File: config.mk
export PLATFORM = sky130hd
export DESIGN_NAME = feedforward_section_flat
export DESIGN_NICKNAME = d
export VERILOG_FILES = /design/src/rtl/feedforward_section_if.sv /design/src/rtl/feedforward_section.sv /design/src/flat_wrapper.sv
export SDC_FILE = /design/constraint.sdc
export NUM_CORES = 2
export LEC_CHECK = 0
export BUFFER_PORTS_ARGS = -buffer_cell sky130_fd_sc_hd__buf_2
export CAP_MARGIN = 20
export CELL_PAD_IN_SITES_DETAIL_PLACEMENT = 1
export CELL_PAD_IN_SITES_GLOBAL_PLACEMENT = 1
export CORE_MARGIN = 4
export CORE_UTILIZATION = 45
export DETAILED_ROUTE_END_ITERATION = 12
export HOLD_SLACK_MARGIN = 0.08
export PLACE_DENSITY = 0.72
export SYNTH_ARGS = -nofsm -noshare
export SYNTH_HDL_FRONTEND = slang
export SYNTH_SLANG_ARGS = --single-unit
File: constraint.sdc
create_clock -name clk -period 14 [get_ports clk]
set_input_delay 0.7 -clock clk [delete_from_list [all_inputs] [get_ports clk]]
set_output_delay 0.7 -clock clk [all_outputs]
set_load 0.01 [all_outputs]
File: src/rtl/feedforward_section_if.sv
// Sample/result handshake, coefficient write port and status for the feedforward section.
interface feedforward_section_if #(
  parameter int unsigned W = 32
);
  logic signed [W-1:0] in_data;
  logic                in_valid;
  logic                in_ready;
  logic signed [W-1:0] out_data;
  logic                out_valid;
  logic                out_ready;
  logic                coef_we;
  logic [2:0]          coef_addr;
  logic signed [W-1:0] coef_data;
  logic                busy;

  modport master (
    output in_data, in_valid, out_ready, coef_we, coef_addr, coef_data,
    input  in_ready, out_data, out_valid, busy
  );

  modport slave (
    input  in_data, in_valid, out_ready, coef_we, coef_addr, coef_data,
    output in_ready, out_data, out_valid, busy
  );
endinterface

File: src/rtl/feedforward_section.sv
// Numerator half of a direct-form IIR filter: y[n] = sat((sum b_k*x[n-k]) >>> FRAC),
// computed with one multiplier time-shared over the taps.
module feedforward_section #(
  parameter int unsigned W    = 32,
  parameter int unsigned TAPS = 5,
  parameter int unsigned FRAC = 14
) (
  input  logic                 clk,
  input  logic                 rst,
  feedforward_section_if.slave bus
);
  localparam int unsigned PROD_W = 2 * W;
  localparam int unsigned ACC_W  = 2 * W + 3;
  localparam int unsigned CNT_W  = $clog2(TAPS);

  localparam logic signed [W-1:0]     COEF_ONE = W'(1) << FRAC;
  localparam logic signed [ACC_W-1:0] SAT_MAX  = {{(ACC_W-W+1){1'b0}}, {(W-1){1'b1}}};
  localparam logic signed [ACC_W-1:0] SAT_MIN  = {{(ACC_W-W+1){1'b1}}, {(W-1){1'b0}}};

  typedef enum logic [1:0] {
    S_IDLE,
    S_MAC,
    S_DONE
  } state_t;

  state_t r_state;
  state_t w_state_next;

  logic signed [W-1:0]      r_x    [TAPS];
  logic signed [W-1:0]      r_coef [TAPS];
  logic signed [ACC_W-1:0]  r_acc;
  logic [CNT_W-1:0]         r_cnt;
  logic signed [W-1:0]      r_out_data;
  logic                     r_out_valid;
  logic                     r_in_ready;
  logic                     r_busy;

  logic                     w_last;
  logic signed [W-1:0]      w_coef_sel;
  logic signed [W-1:0]      w_x_sel;
  logic signed [PROD_W-1:0] w_prod;
  logic signed [ACC_W-1:0]  w_acc_next;
  logic signed [ACC_W-1:0]  w_shift;
  logic signed [W-1:0]      w_sat;

  assign w_last = (r_cnt == CNT_W'(TAPS - 1));

  // State register
  always_ff @(posedge clk) begin
    if (rst) r_state <= S_IDLE;
    else     r_state <= w_state_next;
  end

  // Next-state logic
  always_comb begin
    w_state_next = r_state;
    case (r_state)
      S_IDLE:  if (bus.in_valid)  w_state_next = S_MAC;
      S_MAC:   if (w_last)        w_state_next = S_DONE;
      S_DONE:  if (bus.out_ready) w_state_next = S_IDLE;
      default:                    w_state_next = S_IDLE;
    endcase
  end

  // Tap select feeding the shared multiplier
  always_comb begin
    w_coef_sel = '0;
    w_x_sel    = '0;
    for (int k = 0; k < int'(TAPS); k++) begin
      if (r_cnt == CNT_W'(k)) begin
        w_coef_sel = r_coef[k];
        w_x_sel    = r_x[k];
      end
    end
  end

  assign w_prod     = PROD_W'(w_coef_sel) * PROD_W'(w_x_sel);
  assign w_acc_next = r_acc + ACC_W'(w_prod);
  assign w_shift    = w_acc_next >>> FRAC;

  always_comb begin
    w_sat = W'(w_shift);
    if (w_shift > SAT_MAX)      w_sat = W'(SAT_MAX);
    else if (w_shift < SAT_MIN) w_sat = W'(SAT_MIN);
  end

  // Datapath, coefficient bank and registered handshake outputs
  always_ff @(posedge clk) begin
    if (rst) begin
      for (int k = 0; k < int'(TAPS); k++) begin
        r_x[k]    <= '0;
        r_coef[k] <= '0;
      end
      r_coef[0]   <= COEF_ONE;
      r_acc       <= '0;
      r_cnt       <= '0;
      r_out_data  <= '0;
      r_out_valid <= 1'b0;
      r_in_ready  <= 1'b1;
      r_busy      <= 1'b0;
    end else begin
      r_in_ready  <= (w_state_next == S_IDLE);
      r_busy      <= (w_state_next != S_IDLE);
      r_out_valid <= (w_state_next == S_DONE);
      case (r_state)
        S_IDLE: begin
          // Addresses at or above TAPS match no register and are dropped
          if (bus.coef_we) begin
            for (int k = 0; k < int'(TAPS); k++) begin
              if (bus.coef_addr == 3'(k)) r_coef[k] <= bus.coef_data;
            end
          end
          if (bus.in_valid) begin
            r_x[0] <= bus.in_data;
            for (int k = 1; k < int'(TAPS); k++) r_x[k] <= r_x[k-1];
            r_acc <= '0;
            r_cnt <= '0;
          end
        end
        S_MAC: begin
          r_acc <= w_acc_next;
          r_cnt <= r_cnt + CNT_W'(1);
          if (w_last) r_out_data <= w_sat;
        end
        default: ;
      endcase
    end
  end

  assign bus.in_ready  = r_in_ready;
  assign bus.out_data  = r_out_data;
  assign bus.out_valid = r_out_valid;
  assign bus.busy      = r_busy;
endmodule

File: src/flat_wrapper.sv
// flat-port wrapper written by rule: the top's interface ports become plain ports
module feedforward_section_flat 
#(
  parameter int unsigned W    = 32,
  parameter int unsigned TAPS = 5,
  parameter int unsigned FRAC = 14
)
  (clk, rst, bus_in_data, bus_in_valid, bus_out_ready, bus_coef_we, bus_coef_addr, bus_coef_data, bus_in_ready, bus_out_data, bus_out_valid, bus_busy);
  feedforward_section_if #(.W(W)) bus_i ();
  input  logic clk;
  input  logic rst;
  input wire logic [$bits(bus_i.in_data)-1:0] bus_in_data;
  input wire logic [$bits(bus_i.in_valid)-1:0] bus_in_valid;
  input wire logic [$bits(bus_i.out_ready)-1:0] bus_out_ready;
  input wire logic [$bits(bus_i.coef_we)-1:0] bus_coef_we;
  input wire logic [$bits(bus_i.coef_addr)-1:0] bus_coef_addr;
  input wire logic [$bits(bus_i.coef_data)-1:0] bus_coef_data;
  output wire logic [$bits(bus_i.in_ready)-1:0] bus_in_ready;
  output wire logic [$bits(bus_i.out_data)-1:0] bus_out_data;
  output wire logic [$bits(bus_i.out_valid)-1:0] bus_out_valid;
  output wire logic [$bits(bus_i.busy)-1:0] bus_busy;
  assign bus_i.in_data = bus_in_data;
  assign bus_i.in_valid = bus_in_valid;
  assign bus_i.out_ready = bus_out_ready;
  assign bus_i.coef_we = bus_coef_we;
  assign bus_i.coef_addr = bus_coef_addr;
  assign bus_i.coef_data = bus_coef_data;
  assign bus_in_ready = bus_i.in_ready;
  assign bus_out_data = bus_i.out_data;
  assign bus_out_valid = bus_i.out_valid;
  assign bus_busy = bus_i.busy;
  feedforward_section #(.W(W), .TAPS(TAPS), .FRAC(FRAC)) u_core (.clk(clk), .rst(rst), .bus(bus_i));
endmodule
# Yosys cells after proc, flatten, opt, wreduce, memory -nomap -nowiden
# Memory sizes are Yosys's and may differ from the RTL's.
# Index checks and enable logic that the tools add are counted.
dict set report op_classes {
  n_bitwise 11
  mux 62
  order_cmp 2
  n_mul 1
  addsub 2
  n_reduce_logical 8
  n_eq_ne 12
}
# operator count
set ops {}
lappend ops {{$mux W32} 23}
lappend ops {{$pmux W67 S2} 1}
lappend ops {{$add A67 B64 Y67} 1}
lappend ops {{$mux W67} 1}
lappend ops {{$mul A32 B32 Y64} 1}
lappend ops {{$gt A53 B32 Y1 const B} 1}
lappend ops {{$lt A53 B32 Y1 const B} 1}
lappend ops {{$mux W1} 31}
lappend ops {{$eq A3 B2 Y1 const B} 4}
lappend ops {{$or A1 B1 Y1} 11}
lappend ops {{$eq A3 B1 Y1 const B} 2}
lappend ops {{$eq A3 B3 Y1 const B} 2}
lappend ops {{$logic_not A3 Y1} 2}
lappend ops {{$mux W2} 3}
lappend ops {{$pmux W2 S3} 1}
lappend ops {{$pmux W3 S2} 1}
lappend ops {{$eq A2 B2 Y1 const B} 2}
lappend ops {{$logic_not A2 Y1} 2}
lappend ops {{$reduce_and A2 Y1} 2}
lappend ops {{$reduce_bool A2 Y1} 2}
lappend ops {{$add A3 B1 Y3 const B} 1}
lappend ops {{$mux W3} 1}
lappend ops {{$eq A2 B1 Y1 const B} 1}
lappend ops {{$ne A2 B2 Y1 const B} 1}
dict set report totals {
  reg_bits 107
  inputBits 72
  n_memories 2
  ram_bits 320
}
# memory words width rd rd_clocked_by_memory_dff wr line
set mem_list {}
lappend mem_list {u_core.r_coef 5 32 5 0 5 feedforward_section.sv:30} ;# logic signed [W-1:0] r_coef [TAPS];
lappend mem_list {u_core.r_x 5 32 5 0 5 feedforward_section.sv:29} ;# logic signed [W-1:0] r_x [TAPS];

# Logic depth before layout (Yosys ltp)
dict set report logic_depth {
  ltp_word 11
  ltp_mapped 43
}

# Worst setup path before layout
# No wires, ideal clock.
dict set report synth_path {
  kind {register to register}
  start {register u_core.r_cnt[1]}
  end {register u_core.r_out_data[0] (netlist: u_core.bus.out_data[0])}
  n_path_buf 5
  arrival_time_ns 10.967
  t_required_ns 13.854
  synth_period_minus_slack_ns 11.113
  slack_ns 2.887
  path_stages_with_launch 39
  setup_ns 0.146
  cell_sequence {dfxtp_1 inv_1 ha_1 nor3b_1 clkbuf_1 clkbuf_1 a221oi_1 nor3_1 a21oi_1 o21ai_1 clkbuf_1 nand2_1 fa_1 fa_1 inv_1 fa_1 fa_1 inv_1 (+3 left out) inv_1 fa_1 fa_1 inv_1 ha_1 clkbuf_1 nand2_1 o21ai_0 a2111oi_0 o21ai_1 a41o_1 a21oi_1 o21ai_0 xor2_1 or4_1 o22ai_1 buf_2 a211oi_2}
}
dict set report synth_via {
  elab_chain_len 11
}
# item line
set synth_lines {}
lappend synth_lines {{from (decl)} feedforward_section.sv:32} ;# logic [CNT_W-1:0] r_cnt;
lappend synth_lines {{from (signal assigned)} feedforward_section.sv:122} ;# r_cnt <= r_cnt + CNT_W'(1);
lappend synth_lines {{$logic_not A3 Y1} feedforward_section.sv:70} ;# if (r_cnt == CNT_W'(k)) begin
lappend synth_lines {{$mux W32 (5 in series)} feedforward_section.sv:70}
lappend synth_lines {{$mul A32 B32 Y64} feedforward_section.sv:77} ;# assign w_prod = PROD_W'(w_coef_sel) * PROD_W'(w_x_sel);
lappend synth_lines {{$add A67 B64 Y67} feedforward_section.sv:78} ;# assign w_acc_next = r_acc + ACC_W'(w_prod);
lappend synth_lines {{$lt A53 B32 Y1} feedforward_section.sv:84} ;# else if (w_shift < SAT_MIN) w_sat = W'(SAT_MIN);
lappend synth_lines {{$mux W32} feedforward_section.sv:84}
lappend synth_lines {{$mux W32} feedforward_section.sv:83} ;# if (w_shift > SAT_MAX) w_sat = W'(SAT_MAX);
lappend synth_lines {{to (signal assigned)} feedforward_section.sv:123} ;# if (w_last) r_out_data <= w_sat;
lappend synth_lines {{to (decl)} feedforward_section.sv:33} ;# logic signed [W-1:0] r_out_data;
# Parallel ways exist; a longest one is shown, timed or not.
# A chain may end at the register's enable or synchronous reset.

# Worst setup path in the final report
dict set report layout_path {
  start {register u_core.r_cnt[0]}
  end {register u_core.r_out_data[0] (netlist: u_core.bus.out_data[0])}
}
# The elaborated chain is that of the path after synthesis.

==> metrics.csv <==
stage,metric,value,unit
outcome,status,finished clean,
timing,Slew HR,20.9,%
critical_path,slowest CP cell,fa_1,
clock_network,Num CTS Buffers,51,
final_layout,layout cells sized above 1,6.80,%
critical_path,Crit. End Element,flop,
timing,period utilisation layout,91.5,%
logic_synthesis,largest area contributor in the netlist,fa_1,
global_routing,gr usage total,29.5,%
logic_synthesis,post-synth top area share,42.6,%
timing,final hold violation count,0,
route,remaining antenna violation count,0,
route,1st-iter DRT viols,3322,
route,top sig layer,met5,
critical_path,CP most frequent cell,fa_1,
critical_path,reg2reg start,u_core.r_cnt[0]$_SDFFE_PP0P_,
global_routing,vias in the first global route,48864,
floorplan,I/O pin count,107,
route,M1 wire length,73500,microns
clock_network,Root Driver,clkbuf_16,
critical_path,Crit Path Max Fanout,34,
route,Met3 Wirelength,12900,microns
logic_synthesis,Area contributors post-synth,"fa_1, edfxtp_1, inv_1",
floorplan,Rows,131,
critical_path,R2R Setup Slk,1.19,ns
route,wire per inst,25.5,microns
timing,unrepaired setup endpoints after global routing,no,
placed_design,dpl hpwl,154000,microns
critical_path,crit path from,u_core.r_cnt[0]$_SDFFE_PP0P_,
logic_synthesis,syn avg cell area,9.74,sq um
clock_network,CTS tree,yes,
final_layout,Fill cells,14427,
critical_path,Critical Path Sink,u_core.bus.out_data[0]$_SDFFE_PP0P_,
route,DRC Markers,0,
route,final WL,197000,microns
floorplan,total die area,136000,sq um
critical_path,Critical Path AT,13.35,ns
logic_synthesis,Mapped Area,58500,sq um
timing,Layout Skew,0.0548,ns
timing,crit path time final,12.81,ns
final_layout,most frequent cells in the layout,"fa_1, inv_1, nand2_1",
critical_path,worst r2r path cells,36,
logic_synthesis,Post-synth EDFFs,320,
placed_design,Placer Congestion,0.933,
clock_network,Max Buffers Root-to-Sink,3,
clock_network,CTS Hold Bufs,0,
final_layout,FF/Latch Area,11800,sq um
clock_network,clk slew on worst S/H paths,0.06,ns
critical_path,reg-to-reg endpoint,u_core.bus.out_data[0]$_SDFFE_PP0P_,
floorplan,Die Ht,368,microns
global_routing,initial antenna violation count,4,
final_layout,P&R area growth vs syn,7.91,%
logic_synthesis,syn_nets,7547,
floorplan,die width,368,microns
logic_synthesis,Unique masters post-synth,62,
logic_synthesis,YS warnings,0,
logic_synthesis,ys async rst share,0,%
critical_path,WS Path Type,reg -> reg,
route,drt first pass iters,5,
timing,fmax,78.0,MHz
worst_hold_path,Worst Hold Class,in -> reg,
clock_network,Worst-Skew Late Latency,0.67,ns
global_routing,first-pass GRT wire length,300000,microns
timing,Setup TNS,0,ns
final_layout,Total Nets Final,7502,
floorplan,initial core utilization,45.6,%
logic_synthesis,"FF+latch count, synth",427,
timing,final setup fails,0,
timing,Worst Max-Slew Pin Slew,1.19,ns
logic_synthesis,register area share after synthesis,20.1,%
flow_run,max cap viols,0,
route,Detail Route met2 WL,96900,microns
logic_synthesis,dominant synthesized flop cell,edfxtp_1,
timing,Pins Over Slew Limit,0,
clock_network,H-tree Lvls,2,
route,via count,43081,
global_routing,total grt overflow,0,
critical_path,Worst Path Required,14.54,ns
global_routing,largest net degree at the start of global routing,84,
clock_network,Post-CTS Setup Inserts,0,
floorplan,Core Region,128000,sq um
clock_network,clk sink count,427,
critical_path,Worst Setup Start Kind,flop,
final_layout,area occupied by multi-input gates,41300,sq um
final_layout,"most common cell after layout, fill and taps aside",fa_1,
logic_synthesis,Post-Synthesis Cells,6003,
route,Vias/cell,5.57,
critical_path,"Largest stage delay, worst path",0.82,ns
clock_network,post-CTS sizing,0,
placed_design,IO Port Bufs,106,
==> cells in the mapped netlist (all sizes together) (39+ instances only) <==
library cell / number
fa: 1243
inv: 1218
nand2: 776
nor2: 560
and2: 355
edfxtp: 320
clkbuf: 298
ha: 229
a21oi: 150
o21ai: 145
dfxtp: 107
nor3: 75
a221oi: 69
a22oi: 60
o21a: 58
xnor2: 46
a211oi: 39
==> logic make-up (layout without fill, tap and decap cells) <==
| family | count (synthesis) | in the layout | synth area share, % |
|---|---|---|---|
| adder cells (fa/ha/maj) | 1472 | 1472 | 47.5 |
| AO/OA/AOI/OAI | 607 | 607 | 7.03 |
| buffers and inverters | 1541 | 1538 | 9.95 |
| XOR/XNOR | 77 | 77 | 1.15 |
| other | 0 | 3 | 0 |
| AND/OR/NAND/NOR | 1879 | 1879 | 14.3 |
| flip-flops | 427 | 427 | 20.1 |
==> state kept, by name (all words and copies together), names as in the netlist <==
signal / count
u_core.r_coef: 160
u_core.r_x: 160
u_core.r_acc: 67
u_core.bus.out_data: 32
u_core.r_cnt: 3
u_core.r_state: 2
u_core.bus.busy: 1
u_core.bus.in_ready: 1
u_core.bus.out_valid: 1
==> how the worst min path moves through the flow <==
stage	cells after the start	slack (ns)	from	end
6_report	2	0.32	bus_in_data[31]	u_core.r_x[0][31]$_SDFFCE_PN0P_
4_1_cts	2	0.27	bus_in_data[31]	u_core.r_x[0][31]$_SDFFCE_PN0P_
3_5_place_dp	2	0.48	u_core.r_acc[6]$_SDFFE_PP0P_	u_core.r_acc[6]$_SDFFE_PP0P_
5_1_grt	2	0.31	bus_in_data[24]	u_core.r_x[0][24]$_SDFFCE_PN0P_
2_1_floorplan	2	0.45	u_core.r_acc[10]$_SDFFE_PP0P_	u_core.r_acc[10]$_SDFFE_PP0P_
3_3_place_gp	2	0.47	u_core.r_acc[5]$_SDFFE_PP0P_	u_core.r_acc[5]$_SDFFE_PP0P_
==> area by class of cell <==
type | count | share of cell area, %
Multi-Input combinational cell | 4035 | 65.5
Sequential cell | 427 | 18.6
Clock buffer | 68 | 2.17
Clock inverter | 27 | 0.488
Antenna cell | 3 | 0.0119
Tap cell | 1729 | 3.43
Inverter | 1218 | 7.25
Timing Repair Buffer | 225 | 2.50
==> metal layers <==
| layer | vias up | global-route usage, % |
|---|---|---|
| li1 | 18157 | - |
| met1 | 22714 | 35.7 |
| met2 | 1610 | 49.8 |
| met3 | 598 | 5.06 |
| met4 | 2 | 17.0 |
| met5 | - | 0 |
==> metrics by stage <==
step	util, %	cell area, sq um	setup slack (ns)	std cells	hold WS [ns]
2_1_floorplan	-	58500	2.89	6003	0.454
3_3_place_gp	47.7	61300	1.68	7628	0.469
3_5_place_dp	47.7	61300	1.39	7628	0.481
4_1_cts	49.0	62900	1.25	7723	0.274
5_1_grt	49.2	63100	0.406	7729	0.306
6_report	49.2	63100	1.19	7732	0.316
==> worst max-delay path, delay by kind of cell, from the launching register on <==
family	cells	cell delay, ns
simple gates	5	1.49
xor+xnor	1	0.82
compound gates	12	3.02
flops	1	0.33
buf+inv	8	1.89
fa+ha+maj	10	5.06
Power is left out: the tool's default activity adds up to more than one toggle a clock period on the data nets, which glitch-free logic cannot reach.
